[config.mk]
export PLATFORM = sky130hd
export DESIGN_NAME = matmul_sequencer
export DESIGN_NICKNAME = d
export VERILOG_FILES = /design/src/rtl/matmul_sequencer.sv
export SDC_FILE = /design/constraint.sdc
export NUM_CORES = 1
export LEC_CHECK = 0
export CELL_PAD_IN_SITES_DETAIL_PLACEMENT = 0
export CELL_PAD_IN_SITES_GLOBAL_PLACEMENT = 1
export CORE_MARGIN = 3
export CORE_UTILIZATION = 35
export DETAILED_ROUTE_END_ITERATION = 10
export PLACE_DENSITY_LB_ADDON = 0.05
export SYNTH_ARGS = -nofsm -noshare
export SYNTH_HDL_FRONTEND = slang
export SYNTH_SLANG_ARGS = --single-unit
[constraint.sdc]
create_clock -name clk -period 11.8 [get_ports clk]
set_input_delay 2.36 -clock clk [delete_from_list [all_inputs] [get_ports clk]]
set_output_delay 2.36 -clock clk [all_outputs]
set_load 0.01 [all_outputs]
[src/rtl/matmul_sequencer.sv]
// Sequences one square matrix multiply C = A x B over the A/B operand buffers and the C result buffer.
// Each C element is one pass of n reads, one drain cycle for the read latency, and one write.
module matmul_sequencer #(
    parameter int unsigned N_MAX = 8,
    parameter int unsigned AW    = 6,
    parameter int unsigned DW    = 8,
    parameter int unsigned ACCW  = 20
) (
    input  logic            clk,
    input  logic            rst,
    input  logic            start,
    input  logic [3:0]      size,
    output logic            busy,
    output logic            done,
    output logic            err,
    output logic            rd_en,
    output logic [AW-1:0]   a_addr,
    output logic [AW-1:0]   b_addr,
    input  logic [DW-1:0]   a_data,
    input  logic [DW-1:0]   b_data,
    output logic            c_we,
    output logic [AW-1:0]   c_addr,
    output logic [ACCW-1:0] c_data
);

    localparam int unsigned CW = 4;
    localparam int unsigned PW = 2 * DW;

    typedef enum logic [2:0] {
        IDLE  = 3'd0,
        ISSUE = 3'd1,
        DRAIN = 3'd2,
        WRITE = 3'd3,
        DONE  = 3'd4
    } state_t;

    state_t          state, state_nx;
    logic            armed, armed_nx;
    logic [CW-1:0]   n, n_nx;
    logic [CW-1:0]   i, i_nx;
    logic [CW-1:0]   j, j_nx;
    logic [CW-1:0]   k, k_nx;
    logic [ACCW-1:0] acc, acc_nx;
    logic            vld, vld_nx;
    logic            first, first_nx;
    logic [PW-1:0]   prod;
    logic [ACCW-1:0] acc_base;

    logic            busy_nx, done_nx, err_nx, rd_en_nx, c_we_nx;
    logic [AW-1:0]   a_addr_nx, b_addr_nx, c_addr_nx;
    logic [ACCW-1:0] c_data_nx;

    // State, counters, accumulator and all outputs are registered here
    always_ff @(posedge clk or posedge rst) begin
        if (rst) begin
            state  <= IDLE;
            armed  <= 1'b1;
            n      <= '0;
            i      <= '0;
            j      <= '0;
            k      <= '0;
            acc    <= '0;
            vld    <= 1'b0;
            first  <= 1'b0;
            busy   <= 1'b0;
            done   <= 1'b0;
            err    <= 1'b0;
            rd_en  <= 1'b0;
            a_addr <= '0;
            b_addr <= '0;
            c_we   <= 1'b0;
            c_addr <= '0;
            c_data <= '0;
        end else begin
            state  <= state_nx;
            armed  <= armed_nx;
            n      <= n_nx;
            i      <= i_nx;
            j      <= j_nx;
            k      <= k_nx;
            acc    <= acc_nx;
            vld    <= vld_nx;
            first  <= first_nx;
            busy   <= busy_nx;
            done   <= done_nx;
            err    <= err_nx;
            rd_en  <= rd_en_nx;
            a_addr <= a_addr_nx;
            b_addr <= b_addr_nx;
            c_we   <= c_we_nx;
            c_addr <= c_addr_nx;
            c_data <= c_data_nx;
        end
    end

    // Next-state, counter, accumulate and output-next logic
    always_comb begin
        state_nx  = state;
        armed_nx  = armed;
        n_nx      = n;
        i_nx      = i;
        j_nx      = j;
        k_nx      = k;
        err_nx    = err;
        a_addr_nx = a_addr;
        b_addr_nx = b_addr;
        c_addr_nx = c_addr;
        c_data_nx = c_data;

        // Read data returns one cycle after rd_en; first marks the k==0 product
        vld_nx   = rd_en;
        first_nx = rd_en && (k == '0);
        prod     = PW'(a_data) * PW'(b_data);
        acc_base = first ? '0 : acc;
        acc_nx   = vld ? (acc_base + ACCW'(prod)) : acc;

        case (state)
            IDLE: begin
                if (!start) begin
                    armed_nx = 1'b1;
                end
                if (start && armed) begin
                    n_nx   = size;
                    err_nx = 1'b0;
                    i_nx   = '0;
                    j_nx   = '0;
                    k_nx   = '0;
                    if (size == '0 || 32'(size) > N_MAX) begin
                        err_nx   = 1'b1;
                        state_nx = DONE;
                    end else begin
                        state_nx = ISSUE;
                    end
                end
            end
            ISSUE: begin
                if (k == n - CW'(1)) begin
                    state_nx = DRAIN;
                end else begin
                    k_nx = k + CW'(1);
                end
            end
            DRAIN: begin
                state_nx  = WRITE;
                c_addr_nx = AW'(i) * AW'(n) + AW'(j);
                c_data_nx = acc_nx;
            end
            WRITE: begin
                k_nx     = '0;
                state_nx = ISSUE;
                if (j == n - CW'(1)) begin
                    j_nx = '0;
                    if (i == n - CW'(1)) begin
                        state_nx = DONE;
                    end else begin
                        i_nx = i + CW'(1);
                    end
                end else begin
                    j_nx = j + CW'(1);
                end
            end
            DONE: begin
                armed_nx = 1'b0;
                state_nx = IDLE;
            end
            default: begin
                state_nx = IDLE;
            end
        endcase

        rd_en_nx = (state_nx == ISSUE);
        c_we_nx  = (state_nx == WRITE);
        done_nx  = (state_nx == DONE);
        busy_nx  = (state_nx != IDLE);
        if (rd_en_nx) begin
            a_addr_nx = AW'(i_nx) * AW'(n_nx) + AW'(k_nx);
            b_addr_nx = AW'(k_nx) * AW'(n_nx) + AW'(j_nx);
        end
    end

endmodule

==> flow_metrics.tcl, run 1 <==
set metrics [dict create \
    status "finished clean" \
    p_int_mw 1.35 \
    leakage_nw 4.59 \
    cts-resized-gates 0 \
    cp.required_ns 12.03 \
    cellPowerDensity_mw_per_mm2 275 \
    worst_slack_ns 4.51 \
    crit_path_max_fanout 8 \
    clock_path_buffers 2 \
    clk_transition_reported_paths_ns 0.06 \
    antennaDiodeCount 0 \
    cp_slowest_cell "sky130_fd_sc_hd__clkdlybuf4s50_1" \
    setup-tns-final_ns 0 \
    fp.coreArea_mm2 0.0219 \
    count_of_flip_flops_with_a_built_in_enable_after_synthesis 0 \
    std_cell_rows 54 \
    cp-end-kind "flip-flop" \
    path_class "in -> reg" \
    die_w_um 156 \
    first_global_vias 6248 \
    fillCellCount 2231 \
    critical_path.reg2reg.endpoint "a_addr[5]" \
    ys_ff_latch 85 \
    final_hold_viol_count 0 \
    die_y_um 156 \
    clk_root_buffer_cell "sky130_fd_sc_hd__clkbuf_16" \
    grt_max_degree 60 \
    cts_hold_buf 0 \
    yosys.area_share.adder 0.302 \
    yosys-mux-area-fraction 0.0544 \
    cp_data_arrival_time_ns 7.52 \
    htree_levels 3 \
    share_of_the_clock_period_used_by_the_worst_path 0.618 \
    synth_fp_nets 1014 \
    asyncSetResetFlopFracSynth 1.00 \
    clock_net_sink_count 85 \
    instance_count_of_the_mapped_netlist 843 \
    drtAntennaViolNets 0 \
    cts_post_setup_buffers_inserted 0 \
    synth.yosys.seq_area_share 0.272 \
    count_of_buffers_inserted_at_the_top_level_ports 65 \
    detail_route.vias_per_cell 4.76 \
    report.final.setup_viol 0 \
    yosysMostFrequentCell "sky130_fd_sc_hd__inv_1" \
    crit_path_start_kind "input pin" \
    synth_common_cells "sky130_fd_sc_hd__inv_1, sky130_fd_sc_hd__nand2_1, sky130_fd_sc_hd__dfrtp_1" \
    cts_made_buffers 9 \
    yosys.area_share.simple 0.167 \
    power.ir.vdd_worst_uv 143 \
    timing.critical_path.mode_cell "sky130_fd_sc_hd__fa_1" \
    report.final.slew_viol_count 0 \
    finalHoldWorstSlack_ns 0.482 \
    rd_place_congestion 0.817 \
    grt_util_all_layers 0.158 \
    critical_path.cell_chain "clkdlybuf4s50_1 -> nand2_1 -> fa_1 -> inv_1 -> fa_1 -> fa_1 -> inv_1 -> fa_1 -> inv_1 -> ha_1 -> a211o_1 -> a211oi_1 -> nor3b_1 -> a21oi_1 -> a21oi_1 -> xnor2_1 -> a21oi_1 -> mux2_2" \
    timing.reg2reg.setup_slack_ns 6.04 \
    post_synth_main_area_contributors "sky130_fd_sc_hd__dfrtp_1, sky130_fd_sc_hd__fa_1, sky130_fd_sc_hd__ha_1" \
    tightest_slew_ns 1.08 \
    synth-compound-area-share 0.0702 \
    area.growth.synth_to_final_pct 15.7 \
    syn_avg_cell_area_um2 9.28 \
    critical_register_to_register_path_startpoint "n[0]" \
    drcViolationCount 0 \
    yosys.cell_types.count 56 \
    first_iter_violations 220 \
    final.setup_skew_ns 0.0102 \
    layout.nets 1072 \
    final_cell_count_no_fill 1186 \
    first_pass_iters 4 \
    initial_utilization 0.358 \
    clock_power_share 0.113 \
    multi_input_area_mm2 0.00504 \
    synth_warnings 0 \
    io_pins 66 \
    pre_cts_ws_ns 4.12 \
    xor_xnor_cell_area_share_of_the_yosys_netlist 0.0507 \
    drive_above_1_share 0.0585 \
    min-delay-path-class "reg -> reg" \
    final_period_minus_worst_setup_slack_ns 7.29 \
    power_frac_seq 0.214 \
    worstSetupEndpoint "c_data[16]" \
    crit_path_start "a_data[5]" \
    netSwitchingPower_mw 1.14 \
    tritoncts_clock_tree "built" \
    maxCapViolations 0 \
    max_freq_ghz 0.137 \
    first_pass_grt_wire_length_um 30900 \
    switching_share 0.458 \
    yosys_most_used_dff "sky130_fd_sc_hd__dfrtp_1" \
    synthDominantAreaCellType "sky130_fd_sc_hd__dfrtp_1" \
    floorplan.die_area_mm2 0.0242 \
    area.sequential_mm2 0.00213 \
    slowest_delay_ns 0.66 \
    routed_wirelength_um 17800 \
    synth.cell_area_mm2 0.00783 \
    placedCellCount 1170 \
    yosysTopAreaCellShare 0.269 \
    routedWlPerCell_um 15.0 \
    combPwrFrac 0.673 \
    largest_family_of_logic_cells_by_synthesized_area "adder cells" \
    detailroute.via_count 5644 \
    setup_repair_after_global_routing_missed_its_margin "no" \
    hpwlAfterDp_um 14600 \
    grt_antenna_before_repair 0 \
    grt_total_ovfl 0 \
    worstSkewPairLatency_ns 0.35 \
    slew_headroom 0.283 \
    worst_r2r_path_depth 23 \
]
[power by group through the flow]
stage          clock network [mW]  logic [mW]  registers [mW]
6_report                    0.281        1.67           0.532
3_3_place_gp                    0        1.69           0.538
3_5_place_dp                    0        1.70           0.540
5_1_grt                     0.306        1.93           0.552
4_1_cts                     0.294        1.72           0.535
2_1_floorplan                   0        1.26           0.505
[logic make-up after synthesis]
| group | count (synthesis) |
|---|---|
| compound gates | 84 |
| xor+xnor | 42 |
| fa+ha+maj | 148 |
| buf+inv | 173 |
| flops | 85 |
| mux | 39 |
| simple gates | 272 |
[state kept, by name, summed over array words and instances, names as in the netlist, 3 cells and up]
register,count
a_addr,6
acc,20
b_addr,6
c_addr,6
c_data,20
i,4
j,4
k,4
n,4
state,3
[layout by cell type, fill, tap and decap left out, types with 11 or more instances in the layout]
master / synthesis / final
sky130_fd_sc_hd__fa_1: 68 / 68
sky130_fd_sc_hd__dfrtp_1: 84 / 84
sky130_fd_sc_hd__o21ai_0: 17 / 17
sky130_fd_sc_hd__ha_1: 80 / 80
sky130_fd_sc_hd__and2_1: 43 / 43
sky130_fd_sc_hd__nand2b_1: 21 / 21
sky130_fd_sc_hd__inv_1: 152 / 151
sky130_fd_sc_hd__xor2_1: 11 / 11
sky130_fd_sc_hd__nor2b_1: 14 / 14
sky130_fd_sc_hd__clkdlybuf4s50_1: 0 / 65
sky130_fd_sc_hd__nor2_1: 33 / 33
sky130_fd_sc_hd__nand2_1: 126 / 126
sky130_fd_sc_hd__xnor2_1: 29 / 29
sky130_fd_sc_hd__mux2i_1: 11 / 11
sky130_fd_sc_hd__a21oi_1: 23 / 23
sky130_fd_sc_hd__mux2_2: 27 / 27
[worst max-delay path: cells and delay by family]
family	cells	cell delay, ns
AO/OA/AOI/OAI	5	1.13
AND/OR/NAND/NOR	2	0.27
multiplexers	1	0.32
adder cells (fa/ha/maj)	5	2.45
buffers and inverters	4	0.81
XOR/XNOR	1	0.16
[metrics by stage]
step	utilization	total power [mW]	area [µm²]
after global placement	0.400	2.23	8760
after global routing	0.413	2.79	9050
after floorplan	-	1.77	7830
after detailed placement	0.400	2.24	8760
after CTS	0.413	2.55	9050
final	0.413	2.49	9050
[per-layer routing]
metal,GRT usage,routed length (µm)
met1,0.195,7750
met2,0.284,9220
met3,0.0197,445
met4,0.0542,332
met5,0,0
[worst min path at each step]
stage          slack, ns  cells after the start        from    endpoint
2_1_floorplan       0.43                      0       rd_en         vld
3_3_place_gp        0.46                      2  c_data[14]  c_data[14]
3_5_place_dp        0.47                      0       rd_en         vld
4_1_cts             0.49                      2   c_addr[2]   c_addr[2]
5_1_grt             0.49                      0       rd_en         vld
6_report            0.48                      0       rd_en         vld
[area by class of cell]
type | instances | area share
Tap cell | 280 | 0.0387
Clock inverter | 6 | 0.00553
Timing Repair Buffer | 67 | 0.0735
Inverter | 153 | 0.0636
Multi-Input combinational cell | 585 | 0.557
Sequential cell | 85 | 0.235
Clock buffer | 10 | 0.0264
(Power assumes the default switching activity.)
==> run 2, diff against run 1 <==
clock period = 7 ns   (was 11.8 ns; I/O delays follow)
==> flow_metrics.tcl, run 2 (same netlist as run 1, synthesis figures left out) <==
set metrics [dict create \
    pre_cts_ws_ns 0.352 \
    cts-resized-gates 0 \
    critical_path.cell_chain "clkdlybuf4s50_1 -> nand2_1 -> fa_1 -> inv_1 -> fa_1 -> inv_1 -> fa_1 -> fa_1 -> inv_1 -> ha_1 -> o21a_1 -> o21ai_0 -> a21oi_1 -> o21ai_0 -> o21ai_0 -> xor2_1 -> mux2_2 -> mux2_2" \
    final.setup_skew_ns 0.00861 \
    fillCellCount 2208 \
    initial_utilization 0.358 \
    leading_cell_types_in_the_layout_fill_and_taps_excluded "sky130_fd_sc_hd__inv_1, sky130_fd_sc_hd__nand2_1, sky130_fd_sc_hd__dfrtp_1" \
    clock_net_sink_count 85 \
    crit_path_max_fanout 8 \
    fp.coreArea_mm2 0.0219 \
    worstSkewPairLatency_ns 0.35 \
    power.ir.vdd_worst_uv 237 \
    clock_path_buffers 2 \
    io_pins 66 \
    die_w_um 156 \
    routedWlPerCell_um 14.9 \
    setup-tns-final_ns 0 \
    critical_register_to_register_path_startpoint "n[0]" \
    maxCapViolations 0 \
    clk_root_buffer_cell "sky130_fd_sc_hd__clkbuf_16" \
    hpwlAfterDp_um 14600 \
    critical-path-top-delay-family "adder cells" \
    grt_util_all_layers 0.157 \
    detail_route.vias_per_cell 4.74 \
    min-delay-path-class "reg -> reg" \
    first_iter_violations 223 \
    slowest_delay_ns 0.66 \
    worstPathBufferInverterCount 4 \
    netSwitchingPower_mw 1.94 \
    setup_repair_after_global_routing_missed_its_margin "no" \
    first_pass_grt_wire_length_um 31000 \
    report.final.setup_viol 0 \
    leakage_nw 4.61 \
    cts_hold_buf 0 \
    top_regs "acc x20, c_data x20" \
    final_period_minus_worst_setup_slack_ns 6.38 \
    final_common_cell "sky130_fd_sc_hd__inv_1" \
    antennaDiodeCount 0 \
    detailroute.via_count 5639 \
    timing.critical_path.mode_cell "sky130_fd_sc_hd__fa_1" \
    crit_path_start "a_data[5]" \
    clock_power_share 0.113 \
    cp_slowest_cell "sky130_fd_sc_hd__clkdlybuf4s50_1" \
    die_y_um 156 \
    summed_area_of_non_filler_cells_in_the_final_layout_mm2 0.00908 \
    report.power.total_mw 4.22 \
    grt_total_ovfl 0 \
    post_dp_cell_area_mm2 0.00878 \
    min-delay-start "rd_en" \
    cts_post_setup_buffers_inserted 0 \
    status "finished clean" \
    path_class "in -> reg" \
    report.final.slew_viol_count 0 \
    drive_above_1_share 0.0616 \
    tritoncts_clock_tree "built" \
    combPwrFrac 0.675 \
    first_pass_iters 4 \
    std_cell_rows 54 \
    grt_antenna_before_repair 0 \
    cts_made_buffers 9 \
    final_hold_viol_count 0 \
    cp-end-kind "flip-flop" \
    htree_levels 3 \
    clk_transition_reported_paths_ns 0.06 \
    routed_wirelength_um 17700 \
    share_of_the_clock_period_used_by_the_worst_path 0.912 \
    slew_headroom 0.257 \
    crit_path_start_kind "input pin" \
    area.growth.synth_to_final_pct 16.0 \
    finalHoldWorstSlack_ns 0.480 \
    cp_data_arrival_time_ns 6.61 \
    floorplan.die_area_mm2 0.0242 \
    count_of_buffers_inserted_at_the_top_level_ports 65 \
    switching_share 0.459 \
    first_global_vias 6258 \
    rd_place_congestion 0.816 \
    p_int_mw 2.28 \
    cellPowerDensity_mw_per_mm2 465 \
    power_frac_seq 0.213 \
    grt_max_degree 55 \
    layout.nets 1075 \
    cp.required_ns 7.23 \
    drtAntennaViolNets 0 \
    max_freq_ghz 0.157 \
    tightest_slew_ns 1.11 \
    drcViolationCount 0 \
    worst_slack_ns 0.619 \
]
==> run 2: path summary, 6_finish.rpt <==
| path | end | slack, ns | cells after the start |
|---|---|---|---|
| max | c_data[15] | 0.62 | 18 |
| min | vld | 0.48 | 0 |
| max reg2reg | a_addr[5] | 1.22 | 22 |
| min reg2reg | vld | 0.48 | 0 |
| max in group asynchronous | acc[5] | 4.46 | 3 |
| min in group asynchronous | a_addr[0] | 1.42 | 2 |
==> run 2: power by group through the flow <==
stage                     clock network, mW  logic (mW)  registers, mW
after global placement                    0        2.86          0.907
after CTS                             0.493        2.91          0.902
final                                 0.476        2.85          0.898
after floorplan                           0        2.13          0.851
after detailed placement                  0        2.88          0.910
after global routing                  0.511        3.26          0.933
==> run 2: routing by layer <==
layer  vias up  wire length, µm  global-route usage
li1       2793                -                   -
met3        18              489              0.0280
met4         0              274              0.0404
met2        76             9060               0.280
met1      2752             7880               0.198
met5         -                0                   0
==> run 2: worst register-to-register path: stages (launching register included) <==
cell	delay (ns)
sky130_fd_sc_hd__dfrtp_1	0.62
sky130_fd_sc_hd__inv_1	0.12
sky130_fd_sc_hd__ha_1	0.39
sky130_fd_sc_hd__xnor2_1	0.15
sky130_fd_sc_hd__nor3_1	0.48
sky130_fd_sc_hd__nor2b_1	0.25
sky130_fd_sc_hd__and2_1	0.17
sky130_fd_sc_hd__mux2i_1	0.16
sky130_fd_sc_hd__inv_1	0.11
sky130_fd_sc_hd__nand2_1	0.08
sky130_fd_sc_hd__fa_1	0.54
sky130_fd_sc_hd__inv_1	0.06
sky130_fd_sc_hd__fa_1	0.53
sky130_fd_sc_hd__inv_1	0.06
sky130_fd_sc_hd__fa_1	0.53
sky130_fd_sc_hd__inv_1	0.05
sky130_fd_sc_hd__ha_1	0.32
sky130_fd_sc_hd__a21o_1	0.17
sky130_fd_sc_hd__a21oi_1	0.20
sky130_fd_sc_hd__xnor2_1	0.16
sky130_fd_sc_hd__xnor2_1	0.16
sky130_fd_sc_hd__xnor2_1	0.09
sky130_fd_sc_hd__mux2_2	0.26
==> run 2: per-stage QoR <==
| step | std cells | util |
|---|---|---|
| after floorplan | 843 | - |
| after global placement | 1173 | 0.401 |
| after detailed placement | 1173 | 0.401 |
| after CTS | 1189 | 0.415 |
| after global routing | 1189 | 0.415 |
| final | 1189 | 0.415 |
==> run 2: area by class of cell <==
| class | instances | area [µm²] | share of cell area |
|---|---|---|---|
| Clock buffer | 10 | 239 | 0.0263 |
| Multi-Input combinational cell | 585 | 5040 | 0.555 |
| Tap cell | 280 | 350 | 0.0386 |
| Timing Repair Buffer | 70 | 688 | 0.0758 |
| Sequential cell | 85 | 2130 | 0.234 |
| Inverter | 153 | 576 | 0.0634 |
| Clock inverter | 6 | 53.8 | 0.00593 |
==> run 3, diff against run 2 <==
ABC_AREA = 1   (was unset)
==> flow_metrics.tcl, run 3 <==
set metrics [dict create \
    status "finished clean" \
    rd_place_congestion 0.832 \
    yosysTopAreaCellShare 0.260 \
    layout.nets 1276 \
    final_common_cell "sky130_fd_sc_hd__nand2_1" \
    cp.required_ns 7.24 \
    critical_register_to_register_path_startpoint "n[0]" \
    setup_repair_after_global_routing_missed_its_margin "no" \
    fillCellCount 2335 \
    top_regs "acc x20, c_data x20" \
    synth.cell_area_mm2 0.00809 \
    io_pins 66 \
    clock_path_buffers 2 \
    drcViolationCount 0 \
    post_synth_main_area_contributors "sky130_fd_sc_hd__dfrtp_1, sky130_fd_sc_hd__fa_1, sky130_fd_sc_hd__nand2_1" \
    routed_wirelength_um 19500 \
    worstSkewPairLatency_ns 0.35 \
    tritoncts_clock_tree "built" \
    clk_transition_reported_paths_ns 0.07 \
    synthDominantAreaCellType "sky130_fd_sc_hd__dfrtp_1" \
    die_w_um 158 \
    clk_root_buffer_cell "sky130_fd_sc_hd__clkbuf_16" \
    max_freq_ghz 0.166 \
    cp_data_arrival_time_ns 6.26 \
    slowest_delay_ns 0.70 \
    synth.yosys.seq_area_share 0.263 \
    instance_count_of_the_mapped_netlist 1053 \
    first_global_vias 6661 \
    die_y_um 158 \
    yosysMostFrequentCell "sky130_fd_sc_hd__nand2_1" \
    crit_path_max_fanout 8 \
    pre_cts_ws_ns 0.625 \
    post_dp_cell_area_mm2 0.00901 \
    grt_total_ovfl 0 \
    worst_slack_ns 0.981 \
    detail_route.vias_per_cell 4.49 \
    setup-tns-final_ns 0 \
    initial_utilization 0.364 \
    power.ir.vdd_worst_uv 169 \
    drtAntennaViolNets 0 \
    leakage_nw 5.20 \
    min-delay-start "rd_en" \
    fp.coreArea_mm2 0.0222 \
    area.growth.synth_to_final_pct 15.1 \
    count_of_buffers_inserted_at_the_top_level_ports 65 \
    drive_above_1_share 0.0523 \
    synth_fp_nets 1224 \
    first_iter_violations 247 \
    cp_slowest_cell "sky130_fd_sc_hd__clkdlybuf4s50_1" \
    tightest_slew_ns 0.843 \
    hpwlAfterDp_um 16000 \
    std_cell_rows 54 \
    worstPathBufferInverterCount 4 \
    first_pass_grt_wire_length_um 33700 \
    count_of_flip_flops_with_a_built_in_enable_after_synthesis 0 \
    htree_levels 3 \
    yosys_most_used_dff "sky130_fd_sc_hd__dfrtp_1" \
    path_class "in -> reg" \
    floorplan.die_area_mm2 0.0250 \
    final_hold_viol_count 0 \
    maxCapViolations 0 \
    report.power.total_mw 4.76 \
    synth_warnings 0 \
    critical_path.cell_chain "clkdlybuf4s50_1 -> nand2_1 -> fa_1 -> inv_1 -> fa_1 -> fa_1 -> inv_1 -> fa_1 -> inv_1 -> ha_1 -> a21o_1 -> a21oi_1 -> nand3_1 -> a21boi_0 -> o21ai_0 -> xor2_1 -> nand2_1 -> o21ai_0 -> nand2_1 -> nand2_1" \
    routedWlPerCell_um 14.1 \
    share_of_the_clock_period_used_by_the_worst_path 0.860 \
    grt_max_degree 61 \
    detailroute.via_count 6244 \
    cts-resized-gates 0 \
    synth_common_cells "sky130_fd_sc_hd__nand2_1, sky130_fd_sc_hd__inv_1, sky130_fd_sc_hd__dfrtp_1" \
    grt_antenna_before_repair 0 \
    cts_post_setup_buffers_inserted 0 \
    crit_path_start_kind "input pin" \
    cellPowerDensity_mw_per_mm2 511 \
    leading_cell_types_in_the_layout_fill_and_taps_excluded "sky130_fd_sc_hd__nand2_1, sky130_fd_sc_hd__inv_1, sky130_fd_sc_hd__dfrtp_1" \
    final_period_minus_worst_setup_slack_ns 6.02 \
    yosys.cell_types.count 41 \
    first_pass_iters 4 \
    clock_net_sink_count 85 \
    report.final.slew_viol_count 0 \
    cp-end-kind "flip-flop" \
    crit_path_start "b_data[4]" \
    min-delay-path-class "reg -> reg" \
    asyncSetResetFlopFracSynth 1.00 \
    antennaDiodeCount 0 \
    critical-path-top-delay-family "adder cells" \
    ys_ff_latch 85 \
    report.final.setup_viol 0 \
    cts_hold_buf 0 \
    final.setup_skew_ns 0.00949 \
    grt_util_all_layers 0.171 \
    cts_made_buffers 9 \
    summed_area_of_non_filler_cells_in_the_final_layout_mm2 0.00931 \
    syn_avg_cell_area_um2 7.68 \
    slew_headroom 0.437 \
]
run 3: changes by cell type after synthesis, sizes merged, moves of 21 or more:
cell and delta:
and2 -43, mux2 -28, nand2 +205, nand3 +25
inv +89, nand2b -21, o21ai +28
run 3: worst register-to-register path: cells and delay by family, from the launching register on:
kind | cells | cell delay [ns]
buffers and inverters | 5 | 0.55
xor gates and xnor gates | 1 | 0.21
adders and majority gates | 5 | 2.20
and+or+nand+nor | 11 | 1.00
AOI/OAI and AO/OA | 3 | 0.92
DFF | 1 | 0.50
run 3: cells by family (layout without fill, tap and decap cells):
logic type,count (synthesis),after routing,synth area share
buffers and inverters,273,330,0.130
adder cells (fa/ha/maj),148,148,0.292
AND/OR/NAND/NOR,424,424,0.212
AO/OA/AOI/OAI,91,91,0.0681
flip-flops,85,85,0.263
XOR/XNOR,32,32,0.0356
run 3: worst paths after layout:
| check | end | slack, ns | cells after the start |
|---|---|---|---|
| worst max-delay path | c_data[16] | 0.98 | 20 |
| worst min-delay path | vld | 0.45 | 0 |
| worst max register to register | b_addr[5] | 1.51 | 25 |
| worst min register to register | vld | 0.45 | 0 |
| max in group asynchronous | c_data[6] | 4.50 | 3 |
| min in group asynchronous | c_data[12] | 1.37 | 2 |
run 3: routing by layer:
layer  vias up  track usage  routed length [µm]
met5         -            0                   0
met1      2921        0.221                9030
met2        59        0.306                9910
li1       3250            -                   -
met4         0       0.0352                 222
met3        14       0.0249                 377
run 3: per-stage QoR:
stage | utilization | std cells | hold WS (ns)
floorplan | - | 1053 | 0.428
global placement | 0.405 | 1374 | 0.454
detailed placement | 0.405 | 1374 | 0.450
CTS | 0.419 | 1390 | 0.467
global route | 0.419 | 1390 | 0.465
finish | 0.419 | 1390 | 0.452
run 3: power breakdown:
| part | switching [mW] | internal (mW) |
|---|---|---|
| clock network | 0.213 | 0.279 |
| registers | 0.157 | 0.713 |
| logic | 2.06 | 1.34 |
run 3: area by class of cell:
class	count	area, µm²	area share
Clock buffer	10	229	0.0246
Clock inverter	6	71.3	0.00766
Inverter	241	906	0.0973
Multi-Input combinational cell	695	4910	0.528
Sequential cell	85	2130	0.229
Tap cell	280	350	0.0376
Timing Repair Buffer	73	711	0.0763
